--- src/rtl/instr_sequencer_if.sv ---
// Instruction-memory port between the sequencer (master) and the fetch memory (slave).
// Valid/ready request channel plus a response strobe carrying the fetched word.
interface instr_sequencer_if #(
    parameter int unsigned XLEN = 32
);
    logic            req_valid;
    logic            req_ready;
    logic [XLEN-1:0] addr;
    logic            rsp_valid;
    logic [XLEN-1:0] rsp_data;

    modport master (
        output req_valid,
        output addr,
        input  req_ready,
        input  rsp_valid,
        input  rsp_data
    );

    modport slave (
        input  req_valid,
        input  addr,
        output req_ready,
        output rsp_valid,
        output rsp_data
    );
endinterface

--- src/rtl/instr_sequencer.sv ---
// Multi-cycle control FSM of the RV32I core: fetch, wait, execute, write-back.
// Owns PC, IR, retire counting and the sticky halt/trap stop states.
module instr_sequencer #(
    parameter int unsigned     XLEN     = 32,
    parameter logic [XLEN-1:0] RESET_PC = '0
) (
    input  logic              clk,
    input  logic              rst,
    instr_sequencer_if.master imem,
    output logic [XLEN-1:0]   instr,
    input  logic              dec_reg_write,
    input  logic              dec_illegal,
    input  logic              halt_req,
    output logic              rf_we,
    output logic [XLEN-1:0]   pc,
    output logic              retire,
    output logic [31:0]       instr_count,
    output logic              halted,
    output logic              trap,
    output logic [2:0]        state
);

    typedef enum logic [2:0] {
        StFetch = 3'd0,
        StWait  = 3'd1,
        StExec  = 3'd2,
        StWb    = 3'd3,
        StHalt  = 3'd4,
        StTrap  = 3'd5
    } state_e;

    localparam logic [XLEN-1:0] NopInstr = XLEN'(32'h0000_0013);

    state_e          state_q;
    logic [XLEN-1:0] pc_q;
    logic [XLEN-1:0] ir_q;
    logic [31:0]     count_q;
    logic            halted_q;
    logic            trap_q;
    logic            halt_pend_q;

    always_ff @(posedge clk) begin
        if (rst) begin
            state_q     <= StFetch;
            pc_q        <= RESET_PC;
            ir_q        <= NopInstr;
            count_q     <= 32'd0;
            halted_q    <= 1'b0;
            trap_q      <= 1'b0;
            halt_pend_q <= 1'b0;
        end else begin
            // A halt request seen outside WB is remembered until the next WB.
            if (halt_req && state_q != StWb) begin
                halt_pend_q <= 1'b1;
            end
            unique case (state_q)
                StFetch: begin
                    if (imem.req_ready) begin
                        state_q <= StWait;
                    end
                end
                StWait: begin
                    if (imem.rsp_valid) begin
                        ir_q    <= imem.rsp_data;
                        state_q <= StExec;
                    end
                end
                StExec: begin
                    if (dec_illegal) begin
                        trap_q  <= 1'b1;
                        state_q <= StTrap;
                    end else begin
                        state_q <= StWb;
                    end
                end
                StWb: begin
                    pc_q        <= pc_q + XLEN'(4);
                    count_q     <= count_q + 32'd1;
                    halt_pend_q <= 1'b0;
                    if (halt_req || halt_pend_q) begin
                        halted_q <= 1'b1;
                        state_q  <= StHalt;
                    end else begin
                        state_q <= StFetch;
                    end
                end
                StHalt, StTrap: begin
                    state_q <= state_q;
                end
                default: begin
                    state_q <= StFetch;
                end
            endcase
        end
    end

    assign imem.req_valid = (state_q == StFetch);
    assign imem.addr      = pc_q;

    // x0 is hardwired to zero, so a write to rd=0 is dropped here.
    assign rf_we       = (state_q == StWb) && dec_reg_write && (ir_q[11:7] != 5'd0);
    assign retire      = (state_q == StWb);
    assign instr       = ir_q;
    assign pc          = pc_q;
    assign instr_count = count_q;
    assign halted      = halted_q;
    assign trap        = trap_q;
    assign state       = state_q;

endmodule

--- src/flat_wrapper.sv ---
// flat-port wrapper written by rule: the top's interface ports become plain ports
module instr_sequencer_flat 
#(
    parameter int unsigned     XLEN     = 32,
    parameter logic [XLEN-1:0] RESET_PC = '0
)
  (clk, rst, instr, dec_reg_write, dec_illegal, halt_req, rf_we, pc, retire, instr_count, halted, trap, state, imem_req_valid, imem_addr, imem_req_ready, imem_rsp_valid, imem_rsp_data);
  instr_sequencer_if #(.XLEN(XLEN)) imem_i ();
  input  logic clk;
  input  logic rst;
  output logic [XLEN-1:0] instr;
  input  logic dec_reg_write;
  input  logic dec_illegal;
  input  logic halt_req;
  output logic rf_we;
  output logic [XLEN-1:0] pc;
  output logic retire;
  output logic [31:0] instr_count;
  output logic halted;
  output logic trap;
  output logic [2:0] state;
  output wire logic [$bits(imem_i.req_valid)-1:0] imem_req_valid;
  output wire logic [$bits(imem_i.addr)-1:0] imem_addr;
  input wire logic [$bits(imem_i.req_ready)-1:0] imem_req_ready;
  input wire logic [$bits(imem_i.rsp_valid)-1:0] imem_rsp_valid;
  input wire logic [$bits(imem_i.rsp_data)-1:0] imem_rsp_data;
  assign imem_req_valid = imem_i.req_valid;
  assign imem_addr = imem_i.addr;
  assign imem_i.req_ready = imem_req_ready;
  assign imem_i.rsp_valid = imem_rsp_valid;
  assign imem_i.rsp_data = imem_rsp_data;
  instr_sequencer #(.XLEN(XLEN), .RESET_PC(RESET_PC)) u_core (.clk(clk), .rst(rst), .imem(imem_i), .instr(instr), .dec_reg_write(dec_reg_write), .dec_illegal(dec_illegal), .halt_req(halt_req), .rf_we(rf_we), .pc(pc), .retire(retire), .instr_count(instr_count), .halted(halted), .trap(trap), .state(state));
endmodule
--- config.mk ---
export PLATFORM = sky130hd
export DESIGN_NAME = instr_sequencer_flat
export DESIGN_NICKNAME = d
export VERILOG_FILES = /design/src/rtl/instr_sequencer_if.sv /design/src/rtl/instr_sequencer.sv /design/src/flat_wrapper.sv
export SDC_FILE = /design/constraint.sdc
export NUM_CORES = 1
export LEC_CHECK = 0
export CORE_MARGIN = 4
export CORE_UTILIZATION = 48
export DETAILED_ROUTE_END_ITERATION = 6
export GPL_ROUTABILITY_DRIVEN = 0
export PLACE_DENSITY_LB_ADDON = 0.15
export SLEW_MARGIN = 0
export SYNTH_ARGS = -nofsm -noshare
export SYNTH_HDL_FRONTEND = slang
export SYNTH_SLANG_ARGS = --single-unit
--- constraint.sdc ---
create_clock -name clk -period 5.9 [get_ports clk]
set_input_delay 0.885 -clock clk [delete_from_list [all_inputs] [get_ports clk]]
set_output_delay 0.885 -clock clk [all_outputs]
set_load 0.03 [all_outputs]
# Word-level counts from Yosys, hierarchy flattened
# Index checks and enable logic that the tools add are counted.
# word_totals
reg_bits,102
latch_bits,0
ram_bits,0
mem_bits_ro,0
input_bits,39
out_inout_bits,136
elab_cells,35
memories,0
# op_classes
addsub,2
n_mul,0
div_mod_pow,0
n_lt_le_gt_ge,0
eq_ne,8
n_shift,0
mux,5
bitwise,1
reduce_logical,12
# op_table
cell,count
"adder 32 x 1 -> 32 bit, second input constant",1
"adder 32 x 3 -> 32 bit, second input constant",1
one-hot mux 3 bit (5 select lines),1
2-to-1 mux 3 bit,4
"== test 3 x 2 -> 1 bit, second input constant",2
"== test 3 bit, second input constant",2
AND reduction 2 bit,3
nonzero test 5 bit,1
OR reduction 2 bit,2
"== test 3 x 1 -> 1 bit, second input constant",1
logical AND 1 bit,3
zero test 3 bit,1
"inequality test 3 x 2 -> 1 bit, second input constant",1
AND reduction 3 bit,1
"inequality test 2 x 1 -> 1 bit, second input constant",1
"inequality test 2 bit, second input constant",1
logical OR 1 bit,1
inverter 1 bit,1

# Logic depth before layout (Yosys ltp)
# depth
ltp_word,4
ltp_mapped,7
ltp_nobuf,5

# Worst setup path before layout
# Ideal clock, no wire load.
# synth_timing
kind,register -> output
start,"register u_core.state_q[1], in the netlist u_core.state[1]"
end,output rf_we
arrival_time_ns,1.958
t_required_ns,5.015
path_slack_ns,3.057
stages_incl_launch_ff,6
n_path_buf,2
path_cell_list,dfxtp_1 -> buf_4 -> nand3b_4 -> inv_1 -> buf_1 -> o311a_1
# synth_via
elab_chain_len,3
# synth_rtl
item,line,rtl
from (decl),instr_sequencer.sv:34,state_e state_q;
from (signal assigned),instr_sequencer.sv:44,state_q <= StFetch;
from (signal assigned),instr_sequencer.sv:59,state_q <= StWait;
from (signal assigned),instr_sequencer.sv:65,state_q <= StExec;
== test 3 x 2 -> 1 bit,--,
named net retire,flat_wrapper.sv:17,output logic retire;
logical AND 1 bit (2 in a row),instr_sequencer.sv:101,assign rf_we = (state_q == StWb) && dec_reg_write && (ir_q[11:7] != 5'd0);
to (decl),flat_wrapper.sv:15,output logic rf_we;
# The timed path passes the listed nets, and every way through them passes these cells.

# Worst setup path after layout
# layout_timing
start,"register u_core.state_q[0], in the netlist u_core.state[0]"
end,output rf_we
# layout_via
elab_chain_len,3
# layout_rtl
item,line
== test 3 x 2 -> 1 bit,instr_sequencer.sv:101
logical AND 1 bit (2 in a row),instr_sequencer.sv:101
# No other way between the ends.

==> impl_metrics.yaml <==
outcome:
  status: "complete, no violations"
routing:
  via_count: 4339
  drt_iter0_drc: 118
  drtAntennaViolNets: 0
  totalWireLength_mm: 11.7
  vias_per_cell: 5.38
  dr.pass1.iters: 5
  drc: 0
  wl_per_cell_um: 14.5
yosys:
  yosysUniqueCellTypes: 42
  synth_top_area_share: 0.438
  synth_seq_area_share: 0.438
  ys_top_cells_by_area: "dfxtp_1, a21oi_1, nand2_1"
  netlist_instances: 553
  yosys_warnings: 0
  synth_area_sq_um: 4570
  synthArstFlopShare: 0
  dominantRegCellSynth: "dfxtp_1"
  avgSynthCellArea_sq_um: 8.26
  synth-edff-count: 0
  netlist.top_cell.by_area: "dfxtp_1"
  synth-seq-cells: 100
final_layout:
  regArea_sq_um: 2000
  areaGrowthSynthToFinish_pct: 37.5
  multi_input_area_sq_um: 2160
  layout.cells.most_common_list: "clkdlybuf4s50_1, dfxtp_1, nand2_1, a21oi_1, nor2_1"
  final_common_cell: "clkdlybuf4s50_1"
  fin_nets: 714
  fill_cells: 779
  drive_gt1_frac: 0.0383
  diodes: 0
power_and_ir_drop:
  leakage_uw: 0.00206
  finalPower_uw: 1290
  p_per_area_nw_per_um2: 205
  ir_drop_mv: 0.128
global_routing:
  met3_usage: 0.0655
  grt_busiest_layer: "met2"
  grt_pass1_vias: 4038
  grt_pass1_wl_mm: 19.2
  gr-usage-met1: 0.252
  grt_remaining_overflow: 0
  grt_max_degree: 106
  grt_usage: 0.205
  antenna_found_initial: 0
  use_met2: 0.344
worst_setup_path:
  arrival_ps: 2590
  worstSetupPathType: "register to primary output"
  setup.worst_path.start_class: "register"
  slowest_delay_ps: 660
  crit_path_end_kind: "primary output"
  cp.required_ps: 5020
  cp_max_fo: 15
  crit_path_top_delay_cell: "clkdlybuf4s50_1"
  crit_path_cell_trace: "nand3b_4 -> inv_1 -> o311a_1 -> clkdlybuf4s50_1"
timing:
  hold_viol_final: 0
  max_freq_ghz: 0.288
  fin_setup_tns_ps: 0
  maxSlewHeadroom: 0.167
  timing.final.crit_share: 0.589
  setup_viol_count_final: 0
  rsz0062_at_grt: "false"
  slew_viol_final: 0
  period_needed_ps: 3480
  tightest_slew_ps: 1250
  skew_ps: 14.7
floorplanning:
  top_level_ports: 175
  die-area_sq_um: 11100
  initial_core_util: 0.494
  core-area_sq_um: 9240
  std_cell_rows: 35
  die_h_um: 106
  die_w_um: 106
flow_run:
  maxCapViolCount: 0
cts:
  clk_pin_slew_ps: 100
  cts_tree: "built"
  post_cts_buffers: 0
  clock-root-buffer: "clkbuf_8"
  cts_num_sinks: 100
  clk-insertion-delay-late_ps: 350
  cts_buffers: 9
  cts_max_path_buffers: 2
  ctsHtreeMaxLevel: 3
  hold_buffers: 0
  cts.repair.resized: 0
min_path:
  hold_path_class: "register to register"
place:
  place_hpwl_mm: 8.22
  numPortBuffers: 170
==> power by group <==
| part | switching, uW | total, uW | internal, uW |
|---|---|---|---|
| sequential | 10.1 | 697 | 687 |
| combinational | 68.7 | 123 | 54.3 |
| clock | 234 | 468 | 233 |
==> cells in the mapped netlist, types with 2 or more instances <==
master	number
a21oi_1	74
and2_1	3
and3_1	6
and4_1	8
buf_1	2
buf_4	35
clkbuf_1	24
dfxtp_1	100
ha_1	2
inv_1	10
mux2_2	5
nand2_1	89
nand3_1	19
nand3b_1	3
nand4_1	15
nor2_1	28
nor2b_1	6
nor3_1	7
nor3b_1	2
nor4_1	3
o21ai_0	13
o31ai_1	26
or3_1	14
or4_1	27
xnor2_1	7
xor2_1	9
==> cell families after synthesis <==
family                   after synthesis  synth area share
buffers and inverters                 74            0.0918
adder cells (fa/ha/maj)                2           0.00548
multiplexers                           5            0.0123
AO/OA/AOI/OAI                        116             0.143
XOR/XNOR                              16            0.0307
AND/OR/NAND/NOR                      239             0.277
other                                  1          0.000821
flip-flops                           100             0.438
==> registers in the layout, indices dropped and copies added (netlist names) <==
register / count
u_core.state: 3
u_core.halt_pend_q: 1
u_core.instr_count: 32
u_core.instr: 32
u_core.imem.addr: 30
u_core.halted: 1
u_core.trap: 1
==> worst paths after layout <==
check / startpoint / to / slack, ps / cells past startpoint
min reg2reg: u_core.instr[31] / u_core.instr[31] / 460 / 2
max: u_core.state[0] / rf_we / 2420 / 4
min: u_core.instr[31] / u_core.instr[31] / 460 / 2
max reg2reg: u_core.state[0] / u_core.instr_count[19] / 3020 / 5
==> worst max-delay path: cells and delay by family, from the launching register on <==
| family | cells | cell delay, ps |
|---|---|---|
| buffers and inverters | 2 | 1130 |
| flip-flops | 1 | 620 |
| AO/OA/AOI/OAI | 1 | 250 |
| AND/OR/NAND/NOR | 1 | 220 |
==> stage by stage <==
| step | hold WS, ps | setup slack [ps] | util | std cells | cell area [sq um] |
|---|---|---|---|---|---|
| floorplan | 484 | 3060 | - | 556 | 4580 |
| global placement | 440 | 2830 | 0.655 | 791 | 6060 |
| detailed placement | 446 | 2820 | 0.655 | 791 | 6060 |
| CTS | 458 | 2400 | 0.679 | 807 | 6280 |
| global route | 482 | 2210 | 0.679 | 807 | 6280 |
| finish | 458 | 2420 | 0.679 | 807 | 6280 |
==> layer usage <==
layer | part of all wire | vias to the layer above
li1 | - | 2174
met1 | 0.43 | 2034
met2 | 0.48 | 118
met3 | 0.078 | 13
met4 | 0.012 | 0
met5 | 0 | -
==> final cells by class <==
cell class | instances | area share
clock buffer | 12 | 0.0263
clock inverter | 4 | 0.00897
inverter | 10 | 0.00598
multi-input combinational | 382 | 0.343
sequential | 100 | 0.319
tap | 129 | 0.0257
timing repair buffer | 170 | 0.271
Power figures use the tool's default switching activity.
==> RTL edit (same flow settings) <==
`XLEN` is set to 32 in 3 places; all go to 28.
--- a/src/rtl/instr_sequencer_if.sv
+++ b/src/rtl/instr_sequencer_if.sv
@@ -1,7 +1,7 @@
 // Instruction-memory port between the sequencer (master) and the fetch memory (slave).
 // Valid/ready request channel plus a response strobe carrying the fetched word.
 interface instr_sequencer_if #(
-    parameter int unsigned XLEN = 32
+    parameter int unsigned XLEN = 28
 );
     logic            req_valid;
     logic            req_ready;
--- a/src/rtl/instr_sequencer.sv
+++ b/src/rtl/instr_sequencer.sv
@@ -1,7 +1,7 @@
 // Multi-cycle control FSM of the RV32I core: fetch, wait, execute, write-back.
 // Owns PC, IR, retire counting and the sticky halt/trap stop states.
 module instr_sequencer #(
-    parameter int unsigned     XLEN     = 32,
+    parameter int unsigned     XLEN     = 28,
     parameter logic [XLEN-1:0] RESET_PC = '0
 ) (
     input  logic              clk,
--- a/src/flat_wrapper.sv
+++ b/src/flat_wrapper.sv
@@ -1,7 +1,7 @@
 // flat-port wrapper written by rule: the top's interface ports become plain ports
 module instr_sequencer_flat 
 #(
-    parameter int unsigned     XLEN     = 32,
+    parameter int unsigned     XLEN     = 28,
     parameter logic [XLEN-1:0] RESET_PC = '0
 )
   (clk, rst, instr, dec_reg_write, dec_illegal, halt_req, rf_we, pc, retire, instr_count, halted, trap, state, imem_req_valid, imem_addr, imem_req_ready, imem_rsp_valid, imem_rsp_data);
Interface: changed (resized imem_addr, imem_rsp_data, instr and pc); port bits go from 175 to 159. No check against the original RTL was run, so the function may have changed too.
==> RTL edit against the original RTL <==
  * Synthesized area decreased by 9.2%
  * Design area decreased by 9.2%
  * Register-to-register slack improved by 390 ps
  * Largest power group unchanged
  * Sequential cell count decreased by 8
  * Synthesized cell count decreased by 7.8%
  * Power decreased by 6.5%
  * Fmax increased by 9.3%
  * Combinational power decreased by 9.8%
  * Sequential share of layout area increased by 0.44 points
  * Worst setup slack improved by 300 ps
  * Routed wire length decreased by 9.9%
==> RTL edit: results (changes against the original RTL) <==
- Result of the run: completed
- Fraction of layout instances using a drive strength above 1: 3.698% (-0.14 points)
- Deepest level of the CTS H-tree: 3 (unchanged)
- Detailed-router iteration count before antenna repair: 4 (-1)
- Distinct cell type count of the synthesized netlist: 37 (-12%)
- Largest net degree at the start of global routing: 78 (-26%)
- Minimum setup slack after placement: 2844 ps (+19.72 ps)
- Cell types with the highest counts after synthesis: dfxtp_1, nand2_1, a21oi_1, buf_4
- Post-cts resize count: 0 (unchanged)
- Number of buffers added by the clock tree synthesis step: 9 (unchanged)
- Min Tclk post-route: 3180 ps (-295.8 ps)
- Launch point of the worst hold path: u_core.instr[13]
- CP delay by family, top: buffers and inverters
- Via count of the first global-routing pass: 3668 (-9.2%)
- Maximum net fanout on the critical path: 13 (-2)
- Number of cells traversed by the worst register-to-register path: 4 (-1)
- Layout Nets: 654 (-8.4%)
- Met3 routing resource usage after global routing: 7.266% (+0.71 points)
- Min-Delay Endpoint: u_core.instr[13]
- Largest register FFs: 32
- Cell depth of the worst hold path: 2 (unchanged)
- Worst path max stage delay: 660 ps (about the same)
- Post-detailed-placement cell area: 5477 um^2 (-9.6%)
- First-pass GRT wire length: 16840 um (-12%)
- Leakage power total: 0.001860 uW (-9.6%)
- Headroom to the max-slew limit: 30.95% (+14 points)
- Antenna violations before repair: 0 (unchanged)
- Met2 routing resource usage after global routing: 33.92% (-0.50 points)
- Root Buffer Master: clkbuf_8
- CP max stage cell: clkdlybuf4s50_1
- Launch point of the worst reg-to-reg path: u_core.state[0]
- Worst R2R Setup Slack: 3410 ps (+390 ps)
- Total wirelength of the detailed-routed design: 10540 um (-9.9%)
- Signal arrival time at the worst endpoint: 2290 ps (-300 ps)
- Critical R2R Capture: u_core.instr_count[31]
- Diode count: 0 (unchanged)
- Async set-or-reset flop fraction in the synthesized netlist: 0% (unchanged)
- Total setup buffers inserted after CTS: 0 (unchanged)
- Detailed-route via count: 4022 (-7.3%)
- Total Routing Usage GR: 20.01% (-0.52 points)
- Final HPWL from detailed placement: 7459 um (-9.3%)
- Total of warnings raised by yosys: 0 (unchanged)
- Clock Path Buffers: 2 (unchanged)
- Proportion of synthesized chip area in sequential cells: 44.42% (+0.57 points)
- Number of port buffers: 154 (-9.4%)
- Clk slew on worst S/H paths: 90 ps
- Path category of the worst min-delay check: reg2reg
- Filler cell count in the final layout: 675 (-13%)
- Post-route DRC violation count: 0 (unchanged)
- Setup Skew: 14.10 ps (-0.5896 ps)
- Violation count after the first detailed-routing iteration: 146 (+24%)
- Synth area leaders: dfxtp_1, a21oi_1, nand2_1
- Final count of hold timing violations: 0 (unchanged)
- Fraction of met1 tracks used by global routing: 23.12% (-2.0 points)
- Clk Latency, worst-skew pair: 350 ps (about the same)
- Largest vdd supply drop: 0.1401 mV (+9.6%)
## RTL edit: worst max-delay path by stage
stage	startpoint	end
floorplan	u_core.instr_count[0]	u_core.instr_count[24]
global placement	dec_reg_write	rf_we
detailed placement	dec_reg_write	rf_we
CTS	u_core.state[0]	rf_we
global route	u_core.state[0]	rf_we
finish	u_core.state[0]	rf_we
## RTL edit: tightest hold or removal path: stages, from the launching register on
cell     delay (ps)
dfxtp_1         320
nand2_1          50
a21oi_1          50
## RTL edit: kinds of logic after synthesis
group,share of synthesized area [%]
DFF,44.42
other,0.09044
buffers and inverters,9.596
xor gates and xnor gates,3.591
and+or+nand+nor,26.86
AOI/OAI and AO/OA,14.85
adders and majority gates,0.6034
## RTL edit: report_power, final
part	internal, uW	switching (uW)
clock	233	220
combinational	48.8	61.8
sequential	631	9.18
total	913	291
## RTL edit: per-layer routing
metal  wire length [um]  vias up
li1                   -     1989
met1               4271     1873
met2               5079      140
met3                990       20
met4                199        0
met5                  0        -
## RTL edit: through the flow
step	cells	hold WS (ps)	power, uW	utilization [%]
2_1_floorplan	513	482.5	715.4	-
3_3_place_gp	711	440.2	764.3	65.99
3_5_place_dp	711	448.1	765.8	65.99
4_1_cts	727	461.9	1215	68.64
5_1_grt	727	479.0	1252	68.64
6_report	727	459.5	1204	68.64
## RTL edit: final cells by class
type	instances	area share [%]
tap	105	2.306
timing repair buffer	155	27.10
sequential	92	32.33
clock buffer	12	2.899
inverter	11	0.7248
multi-input combinational	348	33.67
clock inverter	4	0.9664
